**config.mk**
```make
export PLATFORM = sky130hd
export DESIGN_NAME = alu_arbiter
export DESIGN_NICKNAME = d
export VERILOG_FILES = /design/src/rtl/alu_arbiter.sv
export SDC_FILE = /design/constraint.sdc
export NUM_CORES = 1
export LEC_CHECK = 0
export ABC_AREA = 1
export CAP_MARGIN = 20
export CORE_AREA = 2 2 212 214
export CTS_CLUSTER_SIZE = 12
export DETAILED_ROUTE_END_ITERATION = 16
export DIE_AREA = 0 0 214 216
export DONT_BUFFER_PORTS = 1
export PLACE_DENSITY = 0.33
export SLEW_MARGIN = 25
export SYNTH_ARGS = -nofsm -noshare
export SYNTH_HDL_FRONTEND = slang
export SYNTH_SLANG_ARGS = --single-unit
export TNS_END_PERCENT = 50
```
**constraint.sdc**
```tcl
create_clock -name clk -period 1.9 [get_ports clk]
set_input_delay 0.475 -clock clk [delete_from_list [all_inputs] [get_ports clk]]
set_output_delay 0.475 -clock clk [all_outputs]
set_load 0.005 [all_outputs]
```
**src/rtl/alu_arbiter.sv**
```systemverilog
// alu_arbiter: shares one external 64-bit ALU between two valid/ready requesters.
// Round-robin grant, operands registered toward the ALU, result and flags
// registered back onto a single tagged response channel held until accepted.
// Optional build macro: ALU_ARB_OPCHECK_EN (reject opcodes 001/111 with rsp_err).
module alu_arbiter #(
  parameter int WIDTH      = 64,
  parameter int CNTRL_W    = 3,
  parameter int RESET_PRIO = 0
) (
  input  logic               clk,
  input  logic               reset,
  input  logic               r0_valid,
  output logic               r0_ready,
  input  logic [WIDTH-1:0]   r0_A,
  input  logic [WIDTH-1:0]   r0_B,
  input  logic [CNTRL_W-1:0] r0_cntrl,
  input  logic               r1_valid,
  output logic               r1_ready,
  input  logic [WIDTH-1:0]   r1_A,
  input  logic [WIDTH-1:0]   r1_B,
  input  logic [CNTRL_W-1:0] r1_cntrl,
  output logic [WIDTH-1:0]   alu_A,
  output logic [WIDTH-1:0]   alu_B,
  output logic [CNTRL_W-1:0] alu_cntrl,
  input  logic [WIDTH-1:0]   alu_result,
  input  logic               alu_negative,
  input  logic               alu_zero,
  input  logic               alu_overflow,
  input  logic               alu_carry_out,
  output logic               rsp_valid,
  input  logic               rsp_ready,
  output logic               rsp_id,
  output logic [WIDTH-1:0]   rsp_result,
  output logic [3:0]         rsp_flags,
  output logic               rsp_err
);

  typedef enum logic [1:0] {IDLE, EXEC, HOLD} state_t;

  state_t               state_q;
  logic                 last_q;     // requester granted most recently
  logic                 id_q;       // requester owning the in-flight op
  logic [WIDTH-1:0]     alu_A_q;
  logic [WIDTH-1:0]     alu_B_q;
  logic [CNTRL_W-1:0]   alu_cntrl_q;
  logic                 rsp_valid_q;
  logic                 rsp_id_q;
  logic [WIDTH-1:0]     rsp_result_q;
  logic [3:0]           rsp_flags_q;

  logic                 gnt0_d;
  logic                 gnt1_d;
  logic                 grant_d;
  logic [WIDTH-1:0]     sel_A_d;
  logic [WIDTH-1:0]     sel_B_d;
  logic [CNTRL_W-1:0]   sel_cntrl_d;

`ifdef ALU_ARB_OPCHECK_EN
  logic                 bad_q;      // in-flight op bypasses the ALU
  logic                 err_q;
  logic                 op_bad_d;

  // Opcodes 001 and 111 have no ALU meaning and are answered with an error.
  function automatic logic is_bad_op(input logic [CNTRL_W-1:0] op);
    return (op == CNTRL_W'(1)) || (op == CNTRL_W'(7));
  endfunction

  assign op_bad_d = is_bad_op(sel_cntrl_d);
  assign rsp_err  = err_q;
`else
  assign rsp_err  = 1'b0;
`endif

  // Round-robin grant, only offered while idle and out of reset.
  always_comb begin
    gnt0_d = 1'b0;
    gnt1_d = 1'b0;
    if (state_q == IDLE && !reset) begin
      if (r0_valid && r1_valid) begin
        if (last_q) gnt0_d = 1'b1;
        else        gnt1_d = 1'b1;
      end else if (r0_valid) begin
        gnt0_d = 1'b1;
      end else if (r1_valid) begin
        gnt1_d = 1'b1;
      end
    end
  end

  assign grant_d     = gnt0_d | gnt1_d;
  assign sel_A_d     = gnt1_d ? r1_A     : r0_A;
  assign sel_B_d     = gnt1_d ? r1_B     : r0_B;
  assign sel_cntrl_d = gnt1_d ? r1_cntrl : r0_cntrl;

  assign r0_ready   = gnt0_d;
  assign r1_ready   = gnt1_d;
  assign alu_A      = alu_A_q;
  assign alu_B      = alu_B_q;
  assign alu_cntrl  = alu_cntrl_q;
  assign rsp_valid  = rsp_valid_q;
  assign rsp_id     = rsp_id_q;
  assign rsp_result = rsp_result_q;
  assign rsp_flags  = rsp_flags_q;

  // Control FSM IDLE -> EXEC -> HOLD -> IDLE with registered ALU and response paths.
  always_ff @(posedge clk) begin
    if (reset) begin
      state_q      <= IDLE;
      last_q       <= (RESET_PRIO == 0);
      id_q         <= 1'b0;
      alu_A_q      <= '0;
      alu_B_q      <= '0;
      alu_cntrl_q  <= '0;
      rsp_valid_q  <= 1'b0;
      rsp_id_q     <= 1'b0;
      rsp_result_q <= '0;
      rsp_flags_q  <= '0;
`ifdef ALU_ARB_OPCHECK_EN
      bad_q        <= 1'b0;
      err_q        <= 1'b0;
`endif
    end else begin
      case (state_q)
        IDLE: begin
          if (grant_d) begin
            id_q    <= gnt1_d;
            last_q  <= gnt1_d;
            state_q <= EXEC;
`ifdef ALU_ARB_OPCHECK_EN
            bad_q   <= op_bad_d;
            // A rejected op leaves the ALU inputs on the previous op.
            if (!op_bad_d) begin
              alu_A_q     <= sel_A_d;
              alu_B_q     <= sel_B_d;
              alu_cntrl_q <= sel_cntrl_d;
            end
`else
            alu_A_q     <= sel_A_d;
            alu_B_q     <= sel_B_d;
            alu_cntrl_q <= sel_cntrl_d;
`endif
          end
        end
        EXEC: begin
          rsp_valid_q <= 1'b1;
          rsp_id_q    <= id_q;
          state_q     <= HOLD;
`ifdef ALU_ARB_OPCHECK_EN
          if (bad_q) begin
            rsp_result_q <= '0;
            rsp_flags_q  <= '0;
            err_q        <= 1'b1;
          end else begin
            rsp_result_q <= alu_result;
            rsp_flags_q  <= {alu_negative, alu_zero, alu_overflow, alu_carry_out};
            err_q        <= 1'b0;
          end
`else
          rsp_result_q <= alu_result;
          rsp_flags_q  <= {alu_negative, alu_zero, alu_overflow, alu_carry_out};
`endif
        end
        HOLD: begin
          if (rsp_ready) begin
            rsp_valid_q <= 1'b0;
            state_q     <= IDLE;
          end
        end
        default: state_q <= IDLE;
      endcase
    end
  end

endmodule

```
After elaboration in Yosys (flattened, before gate mapping)

Index checks and enable logic that the tools add are counted.

Memories: 0
Memory bits (writable): 0
Memory bits (read-only): 0
Output and inout port bits: 204
Input port bits: 335
Register bits after elaboration: 205
Bits in latches: 0

Add/sub/neg operators: 0
Mux-type cells: 17
Magnitude comparators: 0
Reduce and logical (&&, ||, !) cells: 8
Multiply operators: 0
Divide/modulo/power cells: 0
Bitwise gates (word level): 1
Shifts and indexed selects: 0
Equal/unequal tests: 4

Operator list:

| operator           | count |
|---|---|
| $mux 64            | 2 |
| $mux 1             | 10 |
| $pmux 2 s3         | 1 |
| $reduce_and 2->1   | 3 |
| $mux 2             | 2 |
| $ne 2x2->1 const B | 2 |
| $mux 3             | 1 |
| $eq 2x1->1 const B | 1 |
| $eq 2x2->1 const B | 1 |
| $logic_and 1x1->1  | 2 |
| $logic_not 2->1    | 1 |
| $pmux 1 s2         | 1 |
| $reduce_bool 2->1  | 1 |
| $logic_not 1->1    | 1 |
| $or 1x1->1         | 1 |

Logic depth before layout (Yosys ltp)

Depth after elaboration: 7
Gate-level depth with buffers: 9
Gate-level depth less buffers: 7

Worst setup path after synthesis

OpenSTA, ideal clock, no wires.

Kind: input -> output
From: input port reset
To: output port r1_ready
Arrival: 1113 ps
Path buffers: 2
Path slack: 312 ps
Data required time: 1425 ps
Cell stages on the path: 5
Cells stage by stage: nor2_1 > buf_2 > buf_2 > nand2_1 > inv_1

Word-level cells in the longest chain between the ends: 3

RTL lines:

| what              | RTL line | source |
|---|---|---|
| from (decl)       | 11       | `input logic reset,` |
| $logic_not 1->1   | 78       | `if (state_q == IDLE && !reset) begin` |
| $logic_and 1x1->1 | 78       |  |
| $mux 1            | 78       |  |
| to (decl)         | 18       | `output logic r1_ready,` |

No other way between the ends.

Worst setup path in the final report

From: register state_q[1]
To: output port r0_ready

Word-level cells in the longest chain between the ends: 3

RTL lines:

| what                   | RTL line | source |
|---|---|---|
| from (decl)            | 40       | `state_t state_q;` |
| from (signal assigned) | 108      | `state_q <= IDLE;` |
| from (signal assigned) | 128      | `state_q <= EXEC;` |
| from (signal assigned) | 147      | `state_q <= HOLD;` |
| $logic_not 2->1        | 78       |  |
| $logic_and 1x1->1      | 78       |  |
| $mux 1                 | 78       |  |
| to (decl)              | 13       | `output logic r0_ready,` |

No other way between the ends.

==> metrics <==
status=complete, no violations; worst r2r dst=alu_B[29]$_SDFFE_PP0P_; Min-Delay Endpoint=state_q[1]$_SDFFE_PP0P_; Fin. Hold Viols=0; clk sink count=205; largest net degree at the start of global routing=about 110; Clock Skew=between 40 and 50 ps; CTS tree=built; critical path class=flip-flop to output pin; Critical Path RT=1420 ps; clk root buf=clkbuf_16; main area contributors after synthesis=dfxtp_1 42%, nor2_1 16%, o21ai_0 9.8%, a21oi_1 6.9%, nand3_1 6.9%; total of warnings raised by yosys=0; hold depth=3; routed wire length=just under 40000 microns; fillers=a little under 5000; max incr delay on CP=approximately 330 ps; Reg area=between 0.004 and 0.005 sq mm; hold path startpoint=rsp_ready; leakage power=roughly 4.8 nW; Util after Layout=between 20% and 30%; post-synthesis register bit count=205; CP cell instances=nor2_2 -> nand3_2 -> nor2_4; Vias=about 9000; RR Startpoint=state_q[0]$_SDFFE_PP0P_; I/O pin cnt=539; die width=214 microns; Syn Nets=about 1800; nets=1767; initial antenna violation count=1; RSZ-0062 raised after global routing=yes; vias in the first global route=approximately 9000; setup violators final=0; RePlAce Congestion=0.814; CP max FO=2; Cells after Synth=approximately 1500; Initial DRT Pass Iterations=5; Tmin final=1840 ps; Critical Path Slowest Stage Cell=dfxtp_2; Reg clk slew, reported paths=about 60 ps; Buffers on Ports=0; Unique masters post-synth=17; Area growth, synth to finish=17.7%; first-pass GRT wire length=about 58000 microns; min setup slack post-route=56.9 ps; Die Area=roughly 0.046 sq mm; row count=between 70 and 80; Post-DP HPWL=between 20000 and 30000 microns; Global Route Usage Sum=between 10% and 20%; CP endpoint kind=output pin; Max VDD drop=0.617 mV; DRT iter0 DRCs=between 400 and 500; Max Fclk=about 540 MHz; R2R setup slack=around 210 ps; Avg Inst Size Synth=6.52 sq um; floorplan core area=around 0.044 sq mm; top-area cell type share of the netlist area=between 40 and 50%; DRC=0; area of the multi-input gates=0.00445 sq mm; post-route ant nets=0; Critical Path AT=approximately 1400 ps; register area share after synthesis=roughly 42%; clock latency on the worst-skew pair=between 500 and 600 ps; Via density=between 4 and 5; clock buffer count from CTS=27; H-tree levels=1; clk buf depth=3; final period utilization=97.0%; Max-cap violations=0; synthesized cell area=about 0.0097 sq mm; routed length per instance=between 15 and 20 microns; dpl ws=about 210 ps; worst reg2reg path depth=9; GR Overflow Total=0; die span in y=between 200 and 250 microns; placed cell areas=0.0104 sq mm; layout cell share with drive strength beyond 1=under 10%; pins over their slew limit=0; largest area contributor in the netlist=dfxtp_1; PD cells=between 1000 and 1500 mW/mm^2; Worst setup SP type=flip-flop; Initial Utilization=between 20% and 30%; Design Area, Final=roughly 0.011 sq mm; worst hold path class=input pin to flip-flop
[synth_stat cells (all sizes together)]
cell type / instances
o21ai: 201
dfxtp: 205
nand3: 134
nor2: 406
inv: 138
clkbuf: 45
buf: 79
conb: 1
a211oi: 1
nand2: 138
a21oi: 134
[final cells by class]
class | count | share of cell area [%]
sequential | 205 | 36.1
clock inverter | 9 | 0.869
multi-input combinational | 1015 | 39.2
clock buffer | 40 | 7.16
tap | 592 | 6.51
inverter | 138 | 4.60
timing repair buffer | 45 | 5.55
antenna | 1 | 0.0220
[worst max-delay path, delay by kind of cell, from the launching register on]
family	cells	cell delay [ps]
flip-flops	1	330
AND/OR/NAND/NOR	3	480
[repair_timing]
action,CTS,global route
endpoints found under the setup margin,2,2
resized for setup,11,1
pin swaps,1,3
hold buffers,2,0
setup buffers,4,1
endpoints found under the hold margin,3,0
gates cloned,1,0
[worst max-delay path by stage]
| stage | start | slack [ps] | endpoint | cells past startpoint |
|---|---|---|---|---|
| 3_5_place_dp | r1_valid | 210 | alu_A[31]$_SDFFE_PP0P_ | 7 |
| 6_report | state_q[1]$_SDFFE_PP0P_ | 60 | r0_ready | 3 |
| 2_1_floorplan | reset | 310 | r1_ready | 5 |
| 4_1_cts | state_q[1]$_SDFFE_PP0P_ | 5 | r0_ready | 3 |
| 5_1_grt | last_q$_SDFFE_PP1P_ | -2 | r1_ready | 3 |
| 3_3_place_gp | reset | 230 | alu_A[40]$_SDFFE_PP0P_ | 7 |
[cell usage in the layout (no fill, tap or decap), types with 21 or more instances in the layout]
master / Yosys / layout
dfxtp_1: 205 / 203
buf_12: 0 / 21
buf_4: 6 / 21
nand3_1: 133 / 133
nor2_1: 406 / 403
nand2_1: 138 / 134
clkbuf_16: 0 / 27
a21oi_1: 133 / 133
o21ai_0: 190 / 190
inv_1: 136 / 133
[stage by stage]
stage | hold slack, ps | cells | TNS (ps) | power, mW
final | 76.6 | 2045 | 0 | 12.8
after detailed placement | 451 | 1988 | 0 | 7.67
after global placement | 449 | 1988 | 0 | 7.67
after floorplan | 431 | 1482 | 0 | 6.86
after global routing | 58.3 | 2045 | -2.20 | 13.6
after CTS | 37.3 | 2044 | 0 | 13.1
[power by group]
part           total (mW)  switching (mW)  internal (mW)
combinational        2.20            1.39          0.814
clock                5.26            2.05           3.21
sequential           5.37           0.523           4.85
total                12.8            3.96           8.88
[flip-flops by register name, indices dropped and copies added (netlist names)]
signal / cells
alu_A: 64
alu_B: 64
rsp_result: 64
rsp_flags: 4
alu_cntrl: 3
state_q: 2
id_q: 1
last_q: 1
rsp_id: 1
rsp_valid: 1
[metal layers]
metal	up-vias	GRT usage [%]	part of all wire, %
met4	0	4.83	2.1
li1	4609	-	-
met5	-	0	0
met2	338	27.6	49
met3	42	5.81	9.3
met1	4243	18.4	40
[cells by family after synthesis]
kind of cell | Yosys count | synth area share [%]
flip-flops | 205 | 42.5
other | 1 | 0.0388
AND/OR/NAND/NOR | 678 | 28.1
AO/OA/AOI/OAI | 336 | 17.5
buffers and inverters | 262 | 11.9
Note: power is estimated with default switching activity, not from simulation.
